File: src/rtl/pc_pkg.sv
// Shared types for the fetch program-counter unit.
// Next-PC source select and RAS sizing defaults.
package pc_pkg;

    typedef enum logic [2:0] {
        PC_SEQ,
        PC_JUMP,
        PC_CALL,
        PC_RET,
        PC_BRANCH,
        PC_EXC,
        PC_HOLD
    } pc_sel_t;

    localparam int RAS_DEPTH_DEF = 4;

endpackage

File: src/rtl/ras_stack.sv
// Circular return-address stack; a push when full drops the oldest entry.
// push+pop together replaces the top in place.
import pc_pkg::*;

module ras_stack #(
    parameter int WIDTH     = 32,
    parameter int RAS_DEPTH = RAS_DEPTH_DEF
) (
    input  logic                       clock,
    input  logic                       reset,
    input  logic                       push,
    input  logic                       pop,
    input  logic                       clear,
    input  logic [WIDTH-1:0]           push_data,
    output logic [WIDTH-1:0]           top,
    output logic [$clog2(RAS_DEPTH):0] count,
    output logic                       empty,
    output logic                       full
);

    localparam int PW = $clog2(RAS_DEPTH);
    localparam int CW = PW + 1;

    logic [WIDTH-1:0] mem [RAS_DEPTH];
    logic [PW-1:0]    ptr;
    logic [PW-1:0]    ptr_inc;
    logic [PW-1:0]    ptr_dec;
    logic [PW-1:0]    wr_idx;
    logic [CW-1:0]    cnt;
    logic             do_pop;
    logic             do_push;

    assign empty   = (cnt == '0);
    assign full    = (cnt == CW'(RAS_DEPTH));
    assign top     = mem[ptr];
    assign count   = cnt;
    assign ptr_inc = ptr + 1'b1;
    assign ptr_dec = ptr - 1'b1;

    // A pop on an empty stack is dropped; push+pop then degrades to a push.
    assign do_pop  = pop && !empty && !clear;
    assign do_push = push && !clear;
    assign wr_idx  = do_pop ? ptr : ptr_inc;

    always_ff @(negedge clock or posedge reset) begin
        if (reset) begin
            ptr <= '0;
            cnt <= '0;
        end else if (clear) begin
            cnt <= '0;
        end else begin
            unique case ({do_push, do_pop})
                2'b10: begin
                    ptr <= ptr_inc;
                    if (!full) cnt <= cnt + 1'b1;
                end
                2'b01: begin
                    ptr <= ptr_dec;
                    cnt <= cnt - 1'b1;
                end
                default: ;
            endcase
        end
    end

    always_ff @(negedge clock) begin
        if (do_push) mem[wr_idx] <= push_data;
    end

endmodule

File: src/rtl/pc_unit.sv
// Fetch PC register with prioritised next-PC select and a return-address stack.
// State updates on the falling clock edge.
import pc_pkg::*;

module pc_unit #(
    parameter int               WIDTH        = 32,
    parameter int               INC          = 1,
    parameter logic [WIDTH-1:0] RESET_VECTOR = '0,
    parameter logic [WIDTH-1:0] EXC_VECTOR   = WIDTH'(32'h80),
    parameter int               RAS_DEPTH    = RAS_DEPTH_DEF
) (
    input  logic                       clock,
    input  logic                       reset,
    input  logic                       pc_write,
    input  logic                       exc_req,
    input  logic                       branch_taken,
    input  logic [WIDTH-1:0]           branch_target,
    input  logic                       jump,
    input  logic                       call,
    input  logic                       ret,
    input  logic [WIDTH-1:0]           jump_target,
    output logic [WIDTH-1:0]           pc_out,
    output logic [WIDTH-1:0]           pc_plus,
    output logic [$clog2(RAS_DEPTH):0] ras_count,
    output logic                       ret_underflow
);

    pc_sel_t          sel;
    logic [WIDTH-1:0] pc_next;
    logic [WIDTH-1:0] ras_top;
    logic             ras_empty;
    logic             unused_ras_full;
    logic             ras_push;
    logic             ras_pop;
    logic             ras_clear;
    logic             underflow_next;

    assign pc_plus = pc_out + WIDTH'(INC);

    always_comb begin
        if (exc_req)           sel = PC_EXC;
        else if (branch_taken) sel = PC_BRANCH;
        else if (!pc_write)    sel = PC_HOLD;
        else if (ret)          sel = PC_RET;
        else if (call)         sel = PC_CALL;
        else if (jump)         sel = PC_JUMP;
        else                   sel = PC_SEQ;
    end

    always_comb begin
        pc_next        = pc_plus;
        ras_push       = 1'b0;
        ras_pop        = 1'b0;
        ras_clear      = 1'b0;
        underflow_next = 1'b0;
        unique case (sel)
            PC_EXC: begin
                pc_next   = EXC_VECTOR;
                ras_clear = 1'b1;
            end
            PC_BRANCH: pc_next = branch_target;
            PC_HOLD:   pc_next = pc_out;
            PC_RET: begin
                // call+ret pops the old top and pushes the new return address.
                pc_next        = ras_empty ? pc_plus : ras_top;
                ras_pop        = 1'b1;
                ras_push       = call;
                underflow_next = ras_empty;
            end
            PC_CALL: begin
                pc_next  = jump_target;
                ras_push = 1'b1;
            end
            PC_JUMP: pc_next = jump_target;
            default: pc_next = pc_plus;
        endcase
    end

    always_ff @(negedge clock or posedge reset) begin
        if (reset) begin
            pc_out        <= RESET_VECTOR;
            ret_underflow <= 1'b0;
        end else begin
            pc_out        <= pc_next;
            ret_underflow <= underflow_next;
        end
    end

    ras_stack #(
        .WIDTH     (WIDTH),
        .RAS_DEPTH (RAS_DEPTH)
    ) u_ras (
        .clock     (clock),
        .reset     (reset),
        .push      (ras_push),
        .pop       (ras_pop),
        .clear     (ras_clear),
        .push_data (pc_plus),
        .top       (ras_top),
        .count     (ras_count),
        .empty     (ras_empty),
        .full      (unused_ras_full)
    );

endmodule

File: config.mk
export PLATFORM = sky130hd
export DESIGN_NAME = pc_unit
export DESIGN_NICKNAME = d
export VERILOG_FILES = /design/src/rtl/pc_pkg.sv /design/src/rtl/ras_stack.sv /design/src/rtl/pc_unit.sv
export SDC_FILE = /design/constraint.sdc
export NUM_CORES = 1
export LEC_CHECK = 0
export CAP_MARGIN = 20
export CORE_MARGIN = 8
export CORE_UTILIZATION = 50
export DETAILED_ROUTE_END_ITERATION = 12
export PLACE_DENSITY = 0.76
export SLEW_MARGIN = 30
export SYNTH_ARGS = -nofsm -noshare
export SYNTH_HDL_FRONTEND = slang
export SYNTH_HIERARCHICAL = 1
export SYNTH_SLANG_ARGS = --single-unit
File: constraint.sdc
create_clock -name clock -period 6.54 [get_ports clock]
set_clock_uncertainty 0.2 [all_clocks]
set_input_delay 1.308 -clock clock [delete_from_list [all_inputs] [get_ports clock]]
set_output_delay 1.308 -clock clock [all_outputs]
set_load 0.005 [all_outputs]
==> results of run 1 <==
per-layer routing:
metal,share of wire,GRT usage,vias up
met5,0.00021,0,-
met4,0.078,0.210,2
met3,0.15,0.121,365
met2,0.44,0.549,1067
met1,0.32,0.419,4615
li1,-,-,3779
path summary, 6_finish.rpt:
check	from	depth (start not counted)	to
setup / recovery	pc_out[12]$_DFFE_NP0P_	49	pc_out[26]$_DFFE_NP0P_
hold / removal	pc_out[5]$_DFFE_NP0P_	2	pc_out[5]$_DFFE_NP0P_
setup reg to reg	pc_out[12]$_DFFE_NP0P_	49	pc_out[26]$_DFFE_NP0P_
hold reg to reg	pc_out[5]$_DFFE_NP0P_	2	pc_out[5]$_DFFE_NP0P_
max in group asynchronous	reset	3	pc_out[21]$_DFFE_NP0P_
min in group asynchronous	reset	2	u_ras/count[0]$_DFFE_NP0P_
cell usage after synthesis (10+ instances only):
| master | number | share of area |
|---|---|---|
| edfxtp_1 | 128 | 0.46 |
| mux4_2 | 32 | 0.086 |
| nand2_1 | 43 | 0.019 |
| inv_1 | 21 | 0.0094 |
| and3_1 | 11 | 0.0082 |
| o21ai_0 | 25 | 0.015 |
| a21oi_1 | 38 | 0.023 |
| dfrtn_1 | 38 | 0.11 |
| a221oi_1 | 15 | 0.016 |
| nand3_1 | 26 | 0.015 |
| xor2_1 | 12 | 0.012 |
| nor2_1 | 29 | 0.013 |
| xnor2_1 | 21 | 0.022 |
| clkbuf_1 | 31 | 0.014 |
| nor4_1 | 10 | 0.0074 |
tightest hold or removal path: stages, from the launching register on:
cell,delay (ns)
dfrtn_1,0.45
buf_6,0.15
a22o_1,0.12
metrics by stage:
stage | setup WS, ns | std cells | utilization
3_5_place_dp | -0.834 | 1147 | 0.702
2_1_floorplan | -0.403 | 659 | -
3_3_place_gp | -0.791 | 1147 | 0.702
5_1_grt | -1.37 | 1468 | 0.893
4_1_cts | -0.794 | 1427 | 0.855
6_report | -1.27 | 1468 | 0.893
final cells by class:
type                    instances  area (sq um)
clock inverters               143           704
multi-input cells             426          4300
clock buffers                  17           425
well taps                     220           275
inverters                      21          81.3
repair buffers                475          4180
flip-flops and latches        166          4790
fillers                       662          1770
power by group through the flow:
stage	clock network (mW)	registers [mW]	logic (mW)
2_1_floorplan	0.117	1.24	0.337
3_3_place_gp	0.117	1.23	0.636
3_5_place_dp	0.117	1.24	0.647
4_1_cts	1.42	1.22	0.758
5_1_grt	1.57	1.23	0.898
6_report	1.49	1.23	0.874
state kept, by name (all words and copies together), names as in the netlist:
| signal | flops |
|---|---|
| pc_out | 32 |
| ret_underflow | 1 |
| u_ras/ptr | 2 |
| u_ras/count | 3 |
| u_ras/mem | 128 |
kinds of logic after synthesis:
group                    after synthesis  synth area share
flip-flops                           166             0.570
buffers and inverters                 67            0.0345
adder cells (fa/ha/maj)                6           0.00892
multiplexers                          37            0.0917
AO/OA/AOI/OAI                        169             0.143
XOR/XNOR                              33            0.0343
AND/OR/NAND/NOR                      181             0.117
repair_timing:
item                                    4_1_cts  5_1_grt
pin swaps                                    46       46
hold buffers                                  0        0
cloned                                        0        1
resized for setup                           220       86
setup buffers                               121       49
endpoints found under the setup margin       71       92
==> flow_summary.yaml, run 1 <==
critical_path:
  cp_num_buf_inv: 44
  crit_fanout: 3
  cp_slowest_cell: "dfrtn_1"
  cp-end-kind: "register"
  path_class: "reg2reg"
  critPathLaunchType: "register"
  critPathArrivalTime_ns: 11.26
  required_ns: 9.99
  crit_top_cell: "buf_4"
  cp_slowest_stage_delay_ns: 0.46
  crit_family: "buffers and inverters"
  rrSetupSlack_ns: -1.27
min_path:
  hold_path.class: "reg2reg"
logic_synthesis:
  ys.flop_type: "edfxtp_1"
  syn_inst: 659
  yosys_register_bits: 166
  ys_types: 75
  avgSynthCellArea_sq_um: 12.8
  synth_area_sq_mm: 0.00842
  syn-num-nets: 737
  yosysWarnings: 6
  synth_edf_count: 128
  seq_area_frac_synth: 0.570
  async_flop_share: 0.229
sta:
  fin_crit_sh: 1.19
  finalHoldViolCount: 0
  worst_pin_slew_ns: 1.05
  slew_viol_final: 0
  grt_setup_unrepaired: "true"
  fin_ws_ns: -1.27
  max_freq_ghz: 0.128
  maxSlewHeadroom: 0.297
  setup_tns_ns: -17.24
  setup-violations-final: 33
  hold_slack_ns: 0.430
  min_period_ns: 7.81
die:
  die_height_um: 146
  die_area_sq_mm: 0.0212
  core_sq_mm: 0.0165
  start_util: 0.509
  die_x_um: 146
  ios: 140
  rows: 47
power_and_ir_drop:
  p_leak_nw: 6.59
  seq_power_share: 0.342
  swShare: 0.356
  clockPowerShare: 0.414
  p_int_mw: 2.31
  p_total_mw: 3.59
  p_switching_mw: 1.28
  irDropWorstVdd_mv: 0.279
  combPwrFrac: 0.244
  powerDensity_mw_per_mm2: 243
cells_and_area:
  n_antenna_cell: 0
  fin_nets: 1313
  mostFrequentLayoutCell: "buf_4"
  stdcell_area_sq_mm: 0.0148
  final_cell_mix: "277 x buf_4, 146 x inv_1, 128 x edfxtp_1"
  syn_to_final_growth_pct: 75.3
  drive_gt1_frac: 0.447
route:
  wl_per_cell_um: 29.9
  vias: 9828
  drtIter0Drc: 1627
  dr.pass1.iters: 9
  ant_nets: 0
  viasPerCell: 6.69
  drc: 0
  wl_um: 43900
clock_tree:
  cts_buffers: 17
  ctsLongestPathBuffers: 2
  worstSkewPairLatency_ns: 0.52
  cts_root_buffer: "clkbuf_16"
  clock-sinks: 166
  clk_pin_slew_worst_paths_ns: 0.06
  ctsHtreeMaxLevel: 4
  cts_tree: "built"
global_routing:
  grt_start_max_net_pins: 42
  antenna_found_initial: 1
  track_usage: 0.353
  grt_overflow_total: 0
  grt_pass1_vias: 9660
  grt_pass1_wl_um: 56800
place:
  globalplace.congestion: 0.973
  dp_hpwl_um: 21700
  dpl_cell_area_sq_mm: 0.0116
  portBuffers: 139
status:
  outcome: "finished with violations"
  violations: "setup timing"
run:
  maxCapViolations: 0
No activity file was read; power rests on OpenSTA's default activity.
==> run 2: changes to the inputs <==
--- a/config.mk
+++ b/config.mk
@@ -5,11 +5,10 @@
 export SDC_FILE = /design/constraint.sdc
 export NUM_CORES = 1
 export LEC_CHECK = 0
-export CAP_MARGIN = 20
 export CORE_MARGIN = 8
-export CORE_UTILIZATION = 50
+export CORE_UTILIZATION = 58
 export DETAILED_ROUTE_END_ITERATION = 12
-export PLACE_DENSITY = 0.76
+export PLACE_DENSITY = 0.86
 export SLEW_MARGIN = 30
 export SYNTH_ARGS = -nofsm -noshare
 export SYNTH_HDL_FRONTEND = slang
==> run 2 against run 1 <==
Against the previous run:
- area after synthesis unchanged
- synthesized cell count unchanged
- the flow now stops in global routing
==> flow_summary.yaml, run 2 <==
die:
  die_height_um: 136
  rows: 44
  ios: 140
  start_util: 0.586
  die_x_um: 136
logic_synthesis:
  ys.flop_type: "edfxtp_1"
  yosysTopAreaCell: "edfxtp_1"
  synth_area_sq_mm: 0.00842
  synth_area_leaders: "edfxtp_1 46%, dfrtn_1 11%, mux4_2 8.6%"
  yosys_register_bits: 166
  seq_area_frac_synth: 0.570
  yosysWarnings: 6
  ys_top_cells_by_count: "128 x edfxtp_1, 43 x nand2_1, 38 x a21oi_1, 38 x dfrtn_1, 32 x mux4_2"
  async_flop_share: 0.229
  syn_inst: 659
  synth_edf_count: 128
  avgSynthCellArea_sq_um: 12.8
  synth_top_area_frac: 0.457
  post-synth-top-count-cell: "edfxtp_1"
  syn-num-nets: 737
  ys_types: 75
status:
  firstError: "[ERROR DPL-0038] Utilization greater than 100%, impossible to legalize"
  outcome: "stopped before the end"
  haltStage: "global routing"
clock_tree:
  clock-sinks: 166
  ctsHtreeMaxLevel: 4
  ctsLongestPathBuffers: 2
  cts_buffers: 17
  cts_root_buffer: "clkbuf_16"
  cts-hold-fix-buffers: 0
global_routing:
  grt_start_max_net_pins: 42
place:
  pre_cts_slack_ns: -0.837
  portBuffers: 139
  dp_hpwl_um: 22000
  dpl_cell_area_sq_mm: 0.0116
  globalplace.congestion: 0.975
  dp_cells: 1123
sta:
  worst-ep-kind: "output port"
  worstEndpointGrtRepair: "pc_plus[29]"
-- run 2: cell counts after synthesis --
Identical to the previous run, type by type.
-- run 2: timing repair --
action                                 4_1_cts
endpoints found under the hold margin        0
setup endpoints to repair                  151
resized for setup                          261
pin swaps                                   60
cloned                                       2
setup buffers                               69
-- run 2: kinds of logic after synthesis --
| family | after synthesis | synth area share |
|---|---|---|
| muxes | 37 | 0.0917 |
| and+or+nand+nor | 181 | 0.117 |
| xor gates and xnor gates | 33 | 0.0343 |
| DFF | 166 | 0.570 |
| buffers and inverters | 67 | 0.0345 |
| adders and majority gates | 6 | 0.00892 |
| AOI/OAI and AO/OA | 169 | 0.143 |
-- run 2: per-stage QoR --
stage | utilization | TNS, ns
CTS | 0.964 | -12.11
floorplan | - | -26.15
global placement | 0.810 | -74.86
detailed placement | 0.810 | -89.63
==> run 3: changes to the inputs <==
--- a/config.mk
+++ b/config.mk
@@ -6,9 +6,9 @@
 export NUM_CORES = 1
 export LEC_CHECK = 0
 export CORE_MARGIN = 8
-export CORE_UTILIZATION = 58
+export CORE_UTILIZATION = 40
 export DETAILED_ROUTE_END_ITERATION = 12
-export PLACE_DENSITY = 0.86
+export PLACE_DENSITY_LB_ADDON = 0.15
 export SLEW_MARGIN = 30
 export SYNTH_ARGS = -nofsm -noshare
 export SYNTH_HDL_FRONTEND = slang
==> run 3 against run 2 <==
Against the previous run:
- the flow now finishes, with violations (setup timing)
==> flow_summary.yaml, run 3 (synthesis gave the netlist of run 1 again) <==
cells_and_area:
  fillers: 1463
  mostFrequentLayoutCell: "buf_4"
  ff_latch_area_sq_mm: 0.00479
  largest_register_ff_count: 128
  stdcell_area_sq_mm: 0.0144
  drive_gt1_frac: 0.423
  fin_nets: 1273
  syn_to_final_growth_pct: 71.3
  multi_input_area_sq_mm: 0.00422
  final_cell_mix: "234 x buf_4, 146 x inv_1, 128 x edfxtp_1"
  n_antenna_cell: 0
  layout.cells.non_filler: 1483
  top_register: "u_ras/mem"
critical_path:
  crit_top_cell: "or4_4"
  critPathLaunchType: "register"
  cp_num_buf_inv: 2
  crit_cells: 6
  r2r_end: "pc_out[26]$_DFFE_NP0P_"
  rr_worst_depth: 44
  path_class: "reg2out"
  cp_slowest_stage_delay_ns: 0.59
  rrSetupSlack_ns: 0.15
  cp_slowest_cell: "or4_4"
  critPathArrivalTime_ns: 5.86
  crit_path_cell_trace: "nand3_2, or4_4, buf_6, or4_4, xnor2_4, buf_2"
  cp-end-kind: "primary output"
  crit_family: "simple AND/OR/NAND/NOR gates"
  crit_fanout: 3
  r2r-start: "pc_out[13]$_DFFE_NP0P_"
  required_ns: 5.03
place:
  globalplace.congestion: 0.926
  dpl_cell_area_sq_mm: 0.0117
  dp_cells: 1213
  dp_hpwl_um: 21300
  portBuffers: 139
die:
  rows: 53
  die_area_sq_mm: 0.0259
  die_height_um: 161
  ios: 140
  die_x_um: 161
  start_util: 0.404
  core_sq_mm: 0.0208
power_and_ir_drop:
  p_total_mw: 3.35
  seq_power_share: 0.366
  p_int_mw: 2.24
  combPwrFrac: 0.223
  p_leak_nw: 6.39
  clockPowerShare: 0.411
  swShare: 0.333
  powerDensity_mw_per_mm2: 233
  irDropWorstVdd_mv: 0.176
  p_switching_mw: 1.12
global_routing:
  grt_overflow_total: 0
  antenna_found_initial: 2
  track_usage: 0.250
  grt_pass1_vias: 8910
  grt_start_max_net_pins: 42
  grt_pass1_wl_um: 49700
clock_tree:
  cts_buffers: 17
  clock-sinks: 166
  worstSkewPairLatency_ns: 0.48
  cts_tree: "built"
  cts_root_buffer: "clkbuf_16"
  ctsHtreeMaxLevel: 4
  clk_pin_slew_worst_paths_ns: 0.05
  ctsLongestPathBuffers: 2
route:
  viasPerCell: 5.70
  vias: 8450
  dr.pass1.iters: 6
  ant_nets: 0
  wl_per_cell_um: 22.4
  drc: 0
  wl_um: 33300
  drtIter0Drc: 838
sta:
  maxSlewHeadroom: 0.323
  grt_setup_unrepaired: "true"
  worst_pin_slew_ns: 1.02
  slew_viol_final: 0
  setup-violations-final: 26
  fin_ws_ns: -0.824
  setup_tns_ns: -13.69
  finalHoldViolCount: 0
min_path:
  hold_path_end: "pc_out[30]$_DFFE_NP0P_"
  whs_path_depth: 2
  hold_path.class: "reg2reg"
  timing.hold.worst.start: "pc_out[30]$_DFFE_NP0P_"
status:
  violations: "setup timing"
  outcome: "finished with violations"
run:
  maxCapViolations: 0
## run 3: timing repair
item,in CTS,in global routing
pin swaps,61,52
setup endpoints to repair,102,42
buffers inserted,106,34
endpoints found under the hold margin,0,0
hold buffers,0,0
resized for setup,250,60
## run 3: final cells by class
type / count / share of cell area
clock inverter: 143 / 0.0485
tap: 275 / 0.0239
timing repair buffer: 435 / 0.267
inverter: 21 / 0.00573
sequential: 166 / 0.333
clock buffer: 17 / 0.0295
multi-input combinational: 426 / 0.293
## run 3: how the worst max path moves through the flow
stage                           start           to
2_1_floorplan   pc_out[2]$_DFFE_NP0P_  pc_plus[31]
3_5_place_dp    pc_out[2]$_DFFE_NP0P_  pc_plus[29]
3_3_place_gp    pc_out[2]$_DFFE_NP0P_  pc_plus[29]
4_1_cts        pc_out[13]$_DFFE_NP0P_  pc_plus[24]
6_report        pc_out[4]$_DFFE_NP0P_  pc_plus[29]
5_1_grt        pc_out[13]$_DFFE_NP0P_  pc_plus[24]
## run 3: per-stage QoR
step | util | worst slack (ns) | hold WS [ns]
after floorplan | - | -0.403 | 0.290
after global routing | 0.692 | -0.876 | 0.412
after global placement | 0.563 | -0.772 | 0.351
after CTS | 0.678 | -0.810 | 0.390
after detailed placement | 0.563 | -0.805 | 0.376
final | 0.692 | -0.824 | 0.413
## run 3: power by group through the flow
stage               sequential (mW)  combinational (mW)  clock, mW
finish                         1.23               0.748       1.38
global route                   1.23               0.795       1.50
CTS                            1.22               0.723       1.40
detailed placement             1.24               0.656      0.117
global placement               1.24               0.648      0.117
floorplan                      1.24               0.337      0.117
## run 3: worst reg2reg max path: cells and delay by family (launching register included)
family                 cells  cell delay [ns]
AND/OR/NAND/NOR            5             0.76
buffers and inverters     39             4.81
flip-flops                 1             0.45
## run 3: per-layer routing
metal,global-route usage,wire length (um),up-vias
li1,-,-,3695
met2,0.411,16100,478
met5,0,0,-
met3,0.0606,3080,133
met4,0.139,1560,0
met1,0.297,12600,4144
==> run 4: changes to the inputs <==
==> constraint.sdc (replaced) <==
create_clock -name clock -period 7.9 [get_ports clock]
set_clock_uncertainty 0.2 [all_clocks]
set_input_delay 1.58 -clock clock [delete_from_list [all_inputs] [get_ports clock]]
set_output_delay 1.58 -clock clock [all_outputs]
set_load 0.005 [all_outputs]
==> run 4 against run 3 <==
Against the previous run:
- the run still ends with setup timing left
- die area stayed put
- flip-flop and latch count did not move
- utilization is 2.3 points lower
- cell count shrank 2.6%
- wire length fell by 2.8%
==> flow_summary.yaml, run 4 (synthesis gave the netlist of run 1 again) <==
status:
  outcome: "finished with violations"
  violations: "setup timing"
place:
  dp_hpwl_um: 20900
  globalplace.congestion: 0.918
  dpl_cell_area_sq_mm: 0.0113
  portBuffers: 139
critical_path:
  critPathArrivalTime_ns: 6.53
  cp-end-kind: "primary output"
  rr_worst_depth: 58
  required_ns: 6.12
  crit_fanout: 6
  r2r-start: "pc_out[2]$_DFFE_NP0P_"
  rrSetupSlack_ns: -0.37
  critPathLaunchType: "register"
  r2r_end: "pc_out[26]$_DFFE_NP0P_"
  path_class: "reg2out"
run:
  maxCapViolations: 0
min_path:
  whs_path_depth: 2
  hold_path.class: "reg2reg"
  timing.hold.worst.start: "pc_out[30]$_DFFE_NP0P_"
  hold_path_end: "pc_out[30]$_DFFE_NP0P_"
route:
  vias: 8048
  ant_nets: 0
  wl_per_cell_um: 22.4
  drc: 0
  wl_um: 32400
  viasPerCell: 5.57
  drtIter0Drc: 820
  dr.pass1.iters: 5
power_and_ir_drop:
  clockPowerShare: 0.404
  p_leak_nw: 6.12
  irDropWorstVdd_mv: 0.142
  seq_power_share: 0.374
  p_total_mw: 2.68
  p_int_mw: 1.82
  p_switching_uw: 859
  swShare: 0.320
  combPwrFrac: 0.222
  powerDensity_mw_per_mm2: 192
die:
  start_util: 0.404
  die_x_um: 161
  core_sq_mm: 0.0208
  die_area_sq_mm: 0.0259
  die_height_um: 161
  rows: 53
  ios: 140
sta:
  maxSlewHeadroom: 0.481
  max_freq_ghz: 0.121
  slew_viol_final: 0
  fin_crit_sh: 1.05
  hold_slack_ns: 0.409
  setup_tns_ns: -4.06
  min_period_ns: 8.31
  grt_setup_unrepaired: "true"
  worst_pin_slew_ns: 0.779
  finalHoldViolCount: 0
  fin_ws_ns: -0.413
  setup-violations-final: 22
clock_tree:
  ctsLongestPathBuffers: 2
  worstSkewPairLatency_ns: 0.47
  cts_buffers: 17
  clock-sinks: 166
  cts_root_buffer: "clkbuf_16"
  cts_tree: "built"
  ctsHtreeMaxLevel: 4
  clk_pin_slew_worst_paths_ns: 0.05
cells_and_area:
  final_cell_mix: "207 x buf_4, 148 x inv_1, 128 x edfxtp_1"
  fillers: 1581
  largest_register_ff_count: 128
  final_core_util: 0.669
  syn_to_final_growth_pct: 65.6
  stdcell_area_sq_mm: 0.0139
  mostFrequentLayoutCell: "buf_4"
  drive_gt1_frac: 0.379
  top_register: "u_ras/mem"
  fin_nets: 1235
  n_antenna_cell: 0
global_routing:
  grt_pass1_wl_um: 48500
  grt_overflow_total: 0
  antenna_found_initial: 0
  track_usage: 0.245
  grt_start_max_net_pins: 42
  grt_pass1_vias: 8618
==> run 4: cell types whose count changed in the layout (fill, tap and decap cells not counted), moves of 3 or more <==
cell,delta
nand2_1,+3
buf_12,+4
buf_4,-27
a221oi_1,+4
nor2_2,+3
buf_6,-16
nand3_1,+4
a221oi_2,-4
clkdlybuf4s50_1,+9
nand2_4,-3
buf_2,-8
inv_12,-5
==> run 4: how the worst max path moves through the flow <==
stage	start	end	slack (ns)	cells past startpoint
after floorplan	exc_req	u_ras/mem[1][0]$_DFFE_NP_	-0.02	5
after global placement	pc_out[12]$_DFFE_NP0P_	pc_plus[31]	-0.39	6
after detailed placement	pc_out[12]$_DFFE_NP0P_	pc_plus[31]	-0.46	6
after CTS	pc_out[13]$_DFFE_NP0P_	pc_plus[24]	-0.38	6
after global routing	pc_out[3]$_DFFE_NP0P_	pc_out[26]$_DFFE_NP0P_	-0.48	58
final	pc_out[13]$_DFFE_NP0P_	pc_plus[31]	-0.41	6
==> run 4: power by group through the flow <==
stage	sequential (mW)	combinational (mW)	clock [mW]
6_report	1.00	0.595	1.08
5_1_grt	1.00	0.633	1.19
4_1_cts	1.00	0.569	1.11
3_5_place_dp	1.01	0.538	0.0968
3_3_place_gp	1.01	0.530	0.0968
2_1_floorplan	1.02	0.274	0.0968
==> run 4: per-stage QoR <==
stage / instances / setup WS [ns]
after CTS: 1416 / -0.383
after global routing: 1445 / -0.479
after detailed placement: 1170 / -0.462
after floorplan: 659 / -0.0171
final: 1445 / -0.413
after global placement: 1170 / -0.395
==> run 4: per-layer routing <==
metal / track usage / routed length (um) / up-vias
met3: 0.0697 / 2310 / 85
li1: - / - / 3623
met4: 0.105 / 1200 / 0
met1: 0.295 / 12900 / 3986
met5: 0 / 0 / -
met2: 0.406 / 15900 / 354
==> run 4: critical path: stages (launching register included) <==
cell     delay (ns)
dfrtn_1        0.45
nand3_2        0.11
or4_4          0.59
or4_4          0.55
nor2_4         0.15
xor2_4         0.18
buf_2          0.14
==> run 4: cell type report <==
type / instances / area, sq um / share of cell area
flip-flops and latches: 166 / 4790 / 0.344
multi-input cells: 426 / 4040 / 0.290
repair buffers: 397 / 3600 / 0.258
clock inverters: 142 / 637 / 0.0457
clock buffers: 18 / 450 / 0.0323
well taps: 275 / 344 / 0.0247
inverters: 21 / 78.8 / 0.00566
==> run 4: what timing repair did <==
item | 4_1_cts | 5_1_grt
setup buffers | 88 | 38
pin swaps | 44 | 35
hold buffers | 0 | 0
gates resized for setup | 182 | 62
endpoints found under the setup margin | 29 | 27
